### src/rtl/mpu_regfile_ctrl.sv
// Load/store sequencer for the MPU matrix register file: turns load commands plus a
// row-major element stream into write-port traffic, and sequences hazard-checked read-outs.
module mpu_regfile_ctrl #(
    parameter int FP               = 32,
    parameter int M                = 4,
    parameter int N                = 4,
    parameter int MBITS            = 2,
    parameter int NBITS            = 2,
    parameter int MATRIX_REGISTERS = 8,
    parameter int MATRIX_REG_SIZE  = 3
) (
    input  logic                       clk,
    input  logic                       rst,
    input  logic                       ld_req,
    output logic                       ld_ready,
    input  logic [MATRIX_REG_SIZE-1:0] ld_addr,
    input  logic [MBITS:0]             ld_rows,
    input  logic [NBITS:0]             ld_cols,
    input  logic                       elem_valid,
    output logic                       elem_ready,
    input  logic [FP-1:0]              elem_data,
    output logic                       ld_done,
    output logic                       ld_err,
    input  logic                       st_req,
    output logic                       st_ready,
    input  logic [MATRIX_REG_SIZE-1:0] st_addr,
    output logic                       st_valid,
    output logic                       write_en,
    output logic [MATRIX_REG_SIZE-1:0] reg_load_addr,
    output logic [FP-1:0]              reg_element_in,
    output logic [MBITS:0]             reg_m_in,
    output logic [NBITS:0]             reg_n_in,
    output logic [MATRIX_REG_SIZE-1:0] reg_store_addr
);

    typedef enum logic [1:0] {L_IDLE, L_STREAM, L_DONE} lstate_t;
    typedef enum logic [1:0] {S_IDLE, S_HAZ, S_ADDR, S_VALID} sstate_t;

    localparam logic [MBITS:0] ROW_MAX = (MBITS+1)'(M);
    localparam logic [NBITS:0] COL_MAX = (NBITS+1)'(N);
    localparam logic [MBITS:0] ROW_ONE = (MBITS+1)'(1);
    localparam logic [NBITS:0] COL_ONE = (NBITS+1)'(1);

    if (MATRIX_REGISTERS > (1 << MATRIX_REG_SIZE)) begin : g_cfg_chk
        $error("MATRIX_REGISTERS does not fit in MATRIX_REG_SIZE address bits");
    end

    lstate_t                    lstate, lstate_d;
    sstate_t                    sstate, sstate_d;
    logic [MATRIX_REG_SIZE-1:0] ld_addr_q, ld_addr_d, st_addr_q, st_addr_d;
    logic [MATRIX_REG_SIZE-1:0] load_addr_d, store_addr_d;
    logic [MBITS:0]             rows_q, rows_d, r_q, r_d, m_d;
    logic [NBITS:0]             cols_q, cols_d, c_q, c_d, n_d;
    logic [FP-1:0]              elem_d;
    logic                       we_d, done_d, err_d, stv_d;
    logic                       ld_hs, el_hs, st_hs, ld_bad, last_col, last_row, hazard;

    assign ld_ready   = (lstate == L_IDLE) && rst;
    assign elem_ready = (lstate == L_STREAM) && rst;
    assign st_ready   = (sstate == S_IDLE) && rst;

    assign ld_hs    = ld_req && ld_ready;
    assign el_hs    = elem_valid && elem_ready;
    assign st_hs    = st_req && st_ready;
    assign ld_bad   = (ld_rows == '0) || (ld_rows > ROW_MAX) || (ld_cols == '0) || (ld_cols > COL_MAX);
    assign last_col = (c_q == cols_q - COL_ONE);
    assign last_row = (r_q == rows_q - ROW_ONE);
    // A load accepted in the same cycle is not yet visible here, so the store reads pre-load data.
    assign hazard   = (lstate != L_IDLE) && (ld_addr_q == st_addr);

    always_comb begin
        lstate_d    = lstate;
        ld_addr_d   = ld_addr_q;
        rows_d      = rows_q;
        cols_d      = cols_q;
        r_d         = r_q;
        c_d         = c_q;
        we_d        = 1'b0;
        done_d      = 1'b0;
        err_d       = 1'b0;
        load_addr_d = reg_load_addr;
        m_d         = reg_m_in;
        n_d         = reg_n_in;
        elem_d      = reg_element_in;
        case (lstate)
            L_IDLE: if (ld_hs) begin
                ld_addr_d = ld_addr;
                rows_d    = ld_rows;
                cols_d    = ld_cols;
                r_d       = '0;
                c_d       = '0;
                if (ld_bad) err_d = 1'b1;
                else        lstate_d = L_STREAM;
            end
            L_STREAM: if (el_hs) begin
                we_d        = 1'b1;
                load_addr_d = ld_addr_q;
                m_d         = r_q;
                n_d         = c_q;
                elem_d      = elem_data;
                if (last_col) begin
                    c_d = '0;
                    r_d = r_q + ROW_ONE;
                end else begin
                    c_d = c_q + COL_ONE;
                end
                if (last_col && last_row) lstate_d = L_DONE;
            end
            L_DONE: begin
                done_d   = 1'b1;
                lstate_d = L_IDLE;
            end
            default: lstate_d = L_IDLE;
        endcase
    end

    always_comb begin
        sstate_d     = sstate;
        st_addr_d    = st_addr_q;
        store_addr_d = reg_store_addr;
        stv_d        = 1'b0;
        case (sstate)
            S_IDLE: if (st_hs) begin
                st_addr_d = st_addr;
                if (hazard) begin
                    sstate_d = S_HAZ;
                end else begin
                    store_addr_d = st_addr;
                    sstate_d     = S_ADDR;
                end
            end
            S_HAZ: if (lstate == L_IDLE) begin
                store_addr_d = st_addr_q;
                sstate_d     = S_ADDR;
            end
            S_ADDR: begin
                stv_d    = 1'b1;
                sstate_d = S_VALID;
            end
            S_VALID: sstate_d = S_IDLE;
            default: sstate_d = S_IDLE;
        endcase
    end

    always_ff @(posedge clk) begin
        if (!rst) begin
            lstate         <= L_IDLE;
            sstate         <= S_IDLE;
            ld_addr_q      <= '0;
            st_addr_q      <= '0;
            rows_q         <= '0;
            cols_q         <= '0;
            r_q            <= '0;
            c_q            <= '0;
            write_en       <= 1'b0;
            reg_load_addr  <= '0;
            reg_element_in <= '0;
            reg_m_in       <= '0;
            reg_n_in       <= '0;
            reg_store_addr <= '0;
            ld_done        <= 1'b0;
            ld_err         <= 1'b0;
            st_valid       <= 1'b0;
        end else begin
            lstate         <= lstate_d;
            sstate         <= sstate_d;
            ld_addr_q      <= ld_addr_d;
            st_addr_q      <= st_addr_d;
            rows_q         <= rows_d;
            cols_q         <= cols_d;
            r_q            <= r_d;
            c_q            <= c_d;
            write_en       <= we_d;
            reg_load_addr  <= load_addr_d;
            reg_element_in <= elem_d;
            reg_m_in       <= m_d;
            reg_n_in       <= n_d;
            reg_store_addr <= store_addr_d;
            ld_done        <= done_d;
            ld_err         <= err_d;
            st_valid       <= stv_d;
        end
    end

endmodule

### config.mk
export PLATFORM = sky130hd
export DESIGN_NAME = mpu_regfile_ctrl
export DESIGN_NICKNAME = d
export VERILOG_FILES = /design/src/rtl/mpu_regfile_ctrl.sv
export SDC_FILE = /design/constraint.sdc
export NUM_CORES = 1
export LEC_CHECK = 0
export BUFFER_PORTS_ARGS = -buffer_cell sky130_fd_sc_hd__clkbuf_2
export CAP_MARGIN = 20
export CORE_AREA = 2 2 87 89
export DETAILED_ROUTE_END_ITERATION = 8
export DIE_AREA = 0 0 89 91
export PLACE_DENSITY = 0.68
export SLEW_MARGIN = 30
export SYNTH_ARGS = -nofsm -noshare
export SYNTH_HDL_FRONTEND = slang
export SYNTH_SLANG_ARGS = --single-unit
### constraint.sdc
create_clock -name clk -period 2.1 [get_ports clk]
set_input_delay 0.21 -clock clk [delete_from_list [all_inputs] [get_ports clk]]
set_output_delay 0.21 -clock clk [all_outputs]
set_load 0.01 [all_outputs]
Yosys cells after proc, flatten, opt, wreduce, memory -nomap -nowiden
Index checks and enable logic that the tools add are counted.

Input port bits: 49. Output and inout bits: 51. Word-level logic and storage cells: 91. Register bits after elaboration: 70.

Muxes and demuxes: 24. $lt $le $gt $ge: 2. Add/sub/neg operators: 4. Reduce and logical (&&, ||, !) cells: 28. Equal/unequal tests: 16.

Operators by type and width (number): two-way mux 3 bit (8); case mux 3 bit (2 select lines) (3); two-way mux 2 bit (7); != test 2 bit, second input constant (7); AND reduction 4 bit (3); AND reduction 2 bit (5); == test 3 bit (3); logical AND 1 bit (8); case mux 2 bit (4 select lines) (1); adder 3 x 1 -> 3 bit, second input constant (2); == test 2 bit, second input constant (3); greater-than comparator 3 bit, second input constant (2); logical NOT 3 bit (2); AND reduction 3 bit (2); nonzero test 2 bit (3); subtractor 3 x 1 -> 3 bit, second input constant (2); == test 2 x 1 -> 1 bit, second input constant (2); logical NOT 2 bit (2); two-way mux 1 bit (4); case mux 2 bit (2 select lines) (1); logical OR 1 bit (3); != test 2 x 1 -> 1 bit, second input constant (1).

Logic depth before layout (Yosys ltp)
Word-level depth: 7. Gate-level depth with buffers: 6. Depth with buffers taken out: 6.

Worst setup path before layout
No wires, ideal clock.

Path kind: register to register. Start point: register cols_q[0]. End point: register lstate[0]. Slack: 0.507 ns. Period minus slack after synthesis: 1.593 ns. Buffers on the path: 0. Required time: 1.973 ns. Stages on the path, launching flop included: 7. Data arrival time: 1.466 ns. Setup time: 0.127 ns. Cells stage by stage: dfxtp_1 > inv_1 > ha_1 > xor2_1 > nand3_1 > nor4b_1 > nor3_1.

Word-level cells in the longest chain between the ends: 5.

RTL lines: from (decl) (RTL line 53) `logic [NBITS:0] cols_q, cols_d, c_q, c_d, n_d;`; from (signal assigned) (RTL line 170) `cols_q <= cols_d;`; subtractor 3 x 1 -> 3 bit (RTL line 66) `assign last_col = (c_q == cols_q - COL_ONE);`; == test 3 bit (RTL line 66); logical AND 1 bit (RTL line 107) `if (last_col && last_row) lstate_d = L_DONE;`; != test 2 x 1 -> 1 bit (no source line); AND reduction 4 bit (no source line); to (signal assigned) (RTL line 165) `lstate <= lstate_d;`; to (decl) (RTL line 48) `lstate_t lstate, lstate_d;`.

Every way passes these cells. A chain may end at the register's enable or synchronous reset.

Worst setup path after layout
Start point: register sstate[0]. End point: register reg_store_addr[1].

Word-level cells in the longest chain between the ends: 5. Elaborated cells on any way between the ends: 10. Those cells by class: eq/ne: 4; mux: 1; reduce/logical: 5.

RTL lines: from (decl) (RTL line 49) `sstate_t sstate, sstate_d;`; from (signal assigned) (RTL line 166) `sstate <= sstate_d;`; logical NOT 2 bit (RTL line 60, 122); logical AND 1 bit (RTL line 60) `assign st_ready = (sstate == S_IDLE) && rst;`; logical AND 1 bit (RTL line 64) `assign st_hs = st_req && st_ready;`; != test 2 bit (no source line); AND reduction 4 bit (no source line); to (signal assigned) (RTL line 178) `reg_store_addr <= store_addr_d;`; to (decl) (RTL line 33) `output logic [MATRIX_REG_SIZE-1:0] reg_store_addr`.

Several ways; a longest one is shown, not always the timed one.

==> results.py <==
metrics = {
    "floorplan": {
        "die_h_um": 91,
        "floorplan.io_pins": 100,
        "dieArea_mm2": 0.008099,
        "floorplan.core_area_mm2": 0.007137,
        "die_width_um": 89,
        "start_util_pct": 41.95,
        "placement_rows": 31,
    },
    "clock_network": {
        "cts-hold-fix-buffers": 0,
        "cts_tree": "yes",
        "post_cts_buffers": 0,
        "ctsRootBufferMaster": "sky130_fd_sc_hd__clkbuf_8",
        "ctsLongestPathBuffers": 2,
        "postCtsResizedCells": 0,
        "clkLatencyLatePin_ns": 0.33,
        "tritoncts_num_sinks": 70,
        "cts_buffers": 9,
        "cts_htree_levels": 3,
        "clk_transition_reported_paths_ns": 0.07,
    },
    "yosys": {
        "postSynthRegisterBits": 70,
        "synth.distinct_cells": 43,
        "mappedNetlistArea_mm2": 0.002994,
        "synth-seq-area-share_pct": 46.80,
        "synth_area_leaders": "sky130_fd_sc_hd__dfxtp_1 47%, sky130_fd_sc_hd__nand2_1 14%, sky130_fd_sc_hd__a21boi_0 11%, sky130_fd_sc_hd__ha_1 2.9%, sky130_fd_sc_hd__xor2_1 2.0%",
        "postSynthCellCount": 344,
        "synth-edff-count": 0,
        "avgSynthCellArea_um2": 8.704,
        "synth_largest_area_cell": "sky130_fd_sc_hd__dfxtp_1",
        "synthesis.yosys.warnings": 0,
        "postSynth.asyncResetShare_pct": 0,
        "yosysTopAreaCellShare_pct": 46.80,
        "synth.net_count": 400,
        "postSynth.topFlopCell": "sky130_fd_sc_hd__dfxtp_1",
    },
    "critical_path": {
        "critical_path.reg2reg.startpoint": "sstate[0]",
        "crit_slowest_cell": "sky130_fd_sc_hd__ha_1",
        "critical_path_buf_inv_count": 1,
        "cp_data_required_time_ns": 2.33,
        "cp-start-kind": "flop",
        "cp.arrival_ns": 2.10,
        "crit_path_cell_trace": "inv_1 -> ha_1 -> o21ai_0 -> nor4_1 -> nor3_1 -> o221a_2",
        "worst-setup-path-type": "flop to flop",
        "timing.reg2reg.worst_path_depth": 6,
        "crit_path_max_incr_delay_ns": 0.41,
        "r2r_slack_ns": 0.23,
        "timing.rr.end": "reg_store_addr[1]",
        "worst_path_dominant_cell_family": "simple AND/OR/NAND/NOR gates",
        "worst_setup_path_end_kind": "flop",
        "crit_start": "sstate[0]",
        "largest_fanout_of_any_net_on_the_critical_path": 13,
    },
    "placement": {
        "numPlacedInstances": 528,
        "gpl_congestion": 0.7731,
        "buffer_ports.inserted": 99,
        "dpl_cell_area_mm2": 0.003563,
        "detailed_place_hpwl_um": 4845,
    },
    "timing": {
        "finalSetupViolCount": 0,
        "top_achievable_clock_speed_ghz": 0.5344,
        "final_hold_vios": 0,
        "hold-worst-slack_ns": 0.08596,
        "report.final.slew_viol_count": 0,
        "clock_skew_ns": 0.003445,
        "timing.final.crit_share_pct": 89.10,
        "setup_repair_after_global_routing_missed_its_margin": "false",
        "timing_worst_slew_pin_value_ns": 0.5783,
        "timing.final.crit_period_ns": 1.871,
        "setup_total_negative_slack_ns": 0,
        "slew-limit-headroom_pct": 61.32,
    },
    "power_and_ir_drop": {
        "seq_power_share_pct": 47.0,
        "leakage_nw": 1.581,
        "combinationalPowerShare_pct": 20.5,
        "p_int_w": 0.002261,
        "p_sw_share_pct": 27.72,
        "p_switching_w": 0.0008672,
        "ir_drop_mv": 0.3341,
        "share_clk_of_total_power_pct": 32.4,
        "power-per-cell-area_mw_per_mm2": 834.2,
    },
    "detailed_routing": {
        "post-route-drc-count": 0,
        "drtPass1Iterations": 4,
        "postRouteWirelength_um": 6616,
        "drt_first_iter_violations": 107,
        "wl_per_cell_um": 12.18,
        "drtAntennaViolNets": 0,
        "route.detailed.vias_per_inst": 4.738,
        "routed-via-count": 2573,
    },
    "min_path": {
        "hold_start": "ld_addr[1]",
        "worst_hold_path.num_cells": 3,
        "hp-class": "input pin to flop",
        "min_to": "ld_addr_q[1]",
    },
    "finish": {
        "nFillCells": 749,
        "signed_area_change_from_the_synthesized_netlist_to_the_final_layout_pct": 25.24,
        "layout.core_utilization_pct": 52.54,
        "stdcell_area_mm2": 0.003750,
        "register_ranked_first_by_flip_flop_count": "reg_element_in",
        "finish.net_count": 496,
        "layout-drive-gt1-share_pct": 29.28,
        "n_antenna_cell": 0,
        "final-seq-area_mm2": 0.001401,
        "largest_reg_flops": 32,
        "multi_input_comb_area_mm2": 0.001455,
        "fin_cells": 543,
    },
    "global_routing": {
        "largest_net_degree_at_the_start_of_global_routing": 43,
        "grt_first_pass_wirelength_um": 10670,
        "overall_overflow_remaining_after_global_route": 0,
        "grt_usage_pct": 16.57,
        "first_global_vias": 2326,
        "initial_antenna_violation_count": 0,
    },
    "outcome": {
        "outcome": "complete, no violations",
    },
    "flow_run": {
        "drv.max_cap_violation_count": 0,
    },
}
[layer usage]
metal / global-route usage [%] / vias to the layer above / routed length, µm
li1: - / 1326 / -
met1: 20.31 / 1158 / 2933
met3: 4.091 / 9 / 420
met2: 27.61 / 80 / 3159
met5: 0 / - / 0
met4: 6.343 / 0 / 103
[worst min-delay path, delay by kind of cell]
kind,cells,cell delay (ns)
AOI/OAI and AO/OA,1,0.05
buffers and inverters,1,0.08
and+or+nand+nor,1,0.04
[kinds of logic after synthesis]
| family | Yosys count | synth area share (%) |
|---|---|---|
| DFF | 70 | 46.80 |
| adders and majority gates | 7 | 2.925 |
| buffers and inverters | 30 | 4.596 |
| AOI/OAI and AO/OA | 72 | 18.47 |
| muxes | 2 | 1.086 |
| xor gates and xnor gates | 12 | 4.012 |
| and+or+nand+nor | 151 | 22.11 |
[layout make-up]
class                   count  area share (%)
flip-flops and latches     70           37.37
multi-input cells         244           38.81
clock buffers              15           4.972
well taps                  99           3.303
repair buffers            103           14.35
inverters                  12           1.201
[cell usage in the layout (no fill, tap or decap), types with 2 or more instances in the layout]
cell type                  synthesis  routed
sky130_fd_sc_hd__o221a_2           4       4
sky130_fd_sc_hd__buf_4             1       3
sky130_fd_sc_hd__nor2_1           10      10
sky130_fd_sc_hd__clkbuf_8          0      13
sky130_fd_sc_hd__and2_1            2       2
sky130_fd_sc_hd__clkbuf_1          9       2
sky130_fd_sc_hd__and3_1            2       2
sky130_fd_sc_hd__o21ai_1           3       3
sky130_fd_sc_hd__clkbuf_2          0      99
sky130_fd_sc_hd__inv_1            11      11
sky130_fd_sc_hd__xor2_1            7       7
sky130_fd_sc_hd__nand2_1         108     108
sky130_fd_sc_hd__dfxtp_1          70      70
sky130_fd_sc_hd__nor3_1            4       4
sky130_fd_sc_hd__o21ai_0          10      10
sky130_fd_sc_hd__nand3_1           6       6
sky130_fd_sc_hd__ha_1              7       7
sky130_fd_sc_hd__a21boi_0         44      44
sky130_fd_sc_hd__nor4b_1           3       3
sky130_fd_sc_hd__nor2b_1           6       6
sky130_fd_sc_hd__nor3b_1           2       2
sky130_fd_sc_hd__xnor2_1           4       4
sky130_fd_sc_hd__a21oi_1           4       4
[power groups by stage]
stage	registers (W)	clock network, W	logic (W)
finish	0.00147	0.00101	0.000642
global route	0.00148	0.00111	0.000715
CTS	0.00147	0.00104	0.000648
detailed placement	0.00150	0	0.000647
global placement	0.00150	0	0.000623
floorplan	0.00150	0	0.000450
[cells in the mapped netlist (5+ instances only)]
library cell               count
sky130_fd_sc_hd__nor2_1       10
sky130_fd_sc_hd__inv_1        11
sky130_fd_sc_hd__xor2_1        7
sky130_fd_sc_hd__nand2_1     108
sky130_fd_sc_hd__ha_1          7
sky130_fd_sc_hd__dfxtp_1      70
sky130_fd_sc_hd__nor2b_1       6
sky130_fd_sc_hd__clkbuf_1      9
sky130_fd_sc_hd__o21ai_0      10
sky130_fd_sc_hd__buf_2         5
sky130_fd_sc_hd__a21boi_0     44
sky130_fd_sc_hd__nand3_1       6
[how the worst max path moves through the flow]
stage / to / cells past startpoint
after global placement: reg_store_addr[2] / 6
after CTS: reg_store_addr[0] / 6
after global routing: reg_store_addr[1] / 6
final: reg_store_addr[1] / 6
after floorplan: lstate[0] / 6
after detailed placement: reg_store_addr[1] / 6
[through the flow]
step / total power (W) / setup slack [ns]
final: 0.003128 / 0.2288
after global routing: 0.003309 / 0.02007
after CTS: 0.003162 / 0.2577
after detailed placement: 0.002149 / 0.2740
after global placement: 0.002122 / 0.3625
after floorplan: 0.001954 / 0.5068
Note: power is estimated with default switching activity, not from simulation.
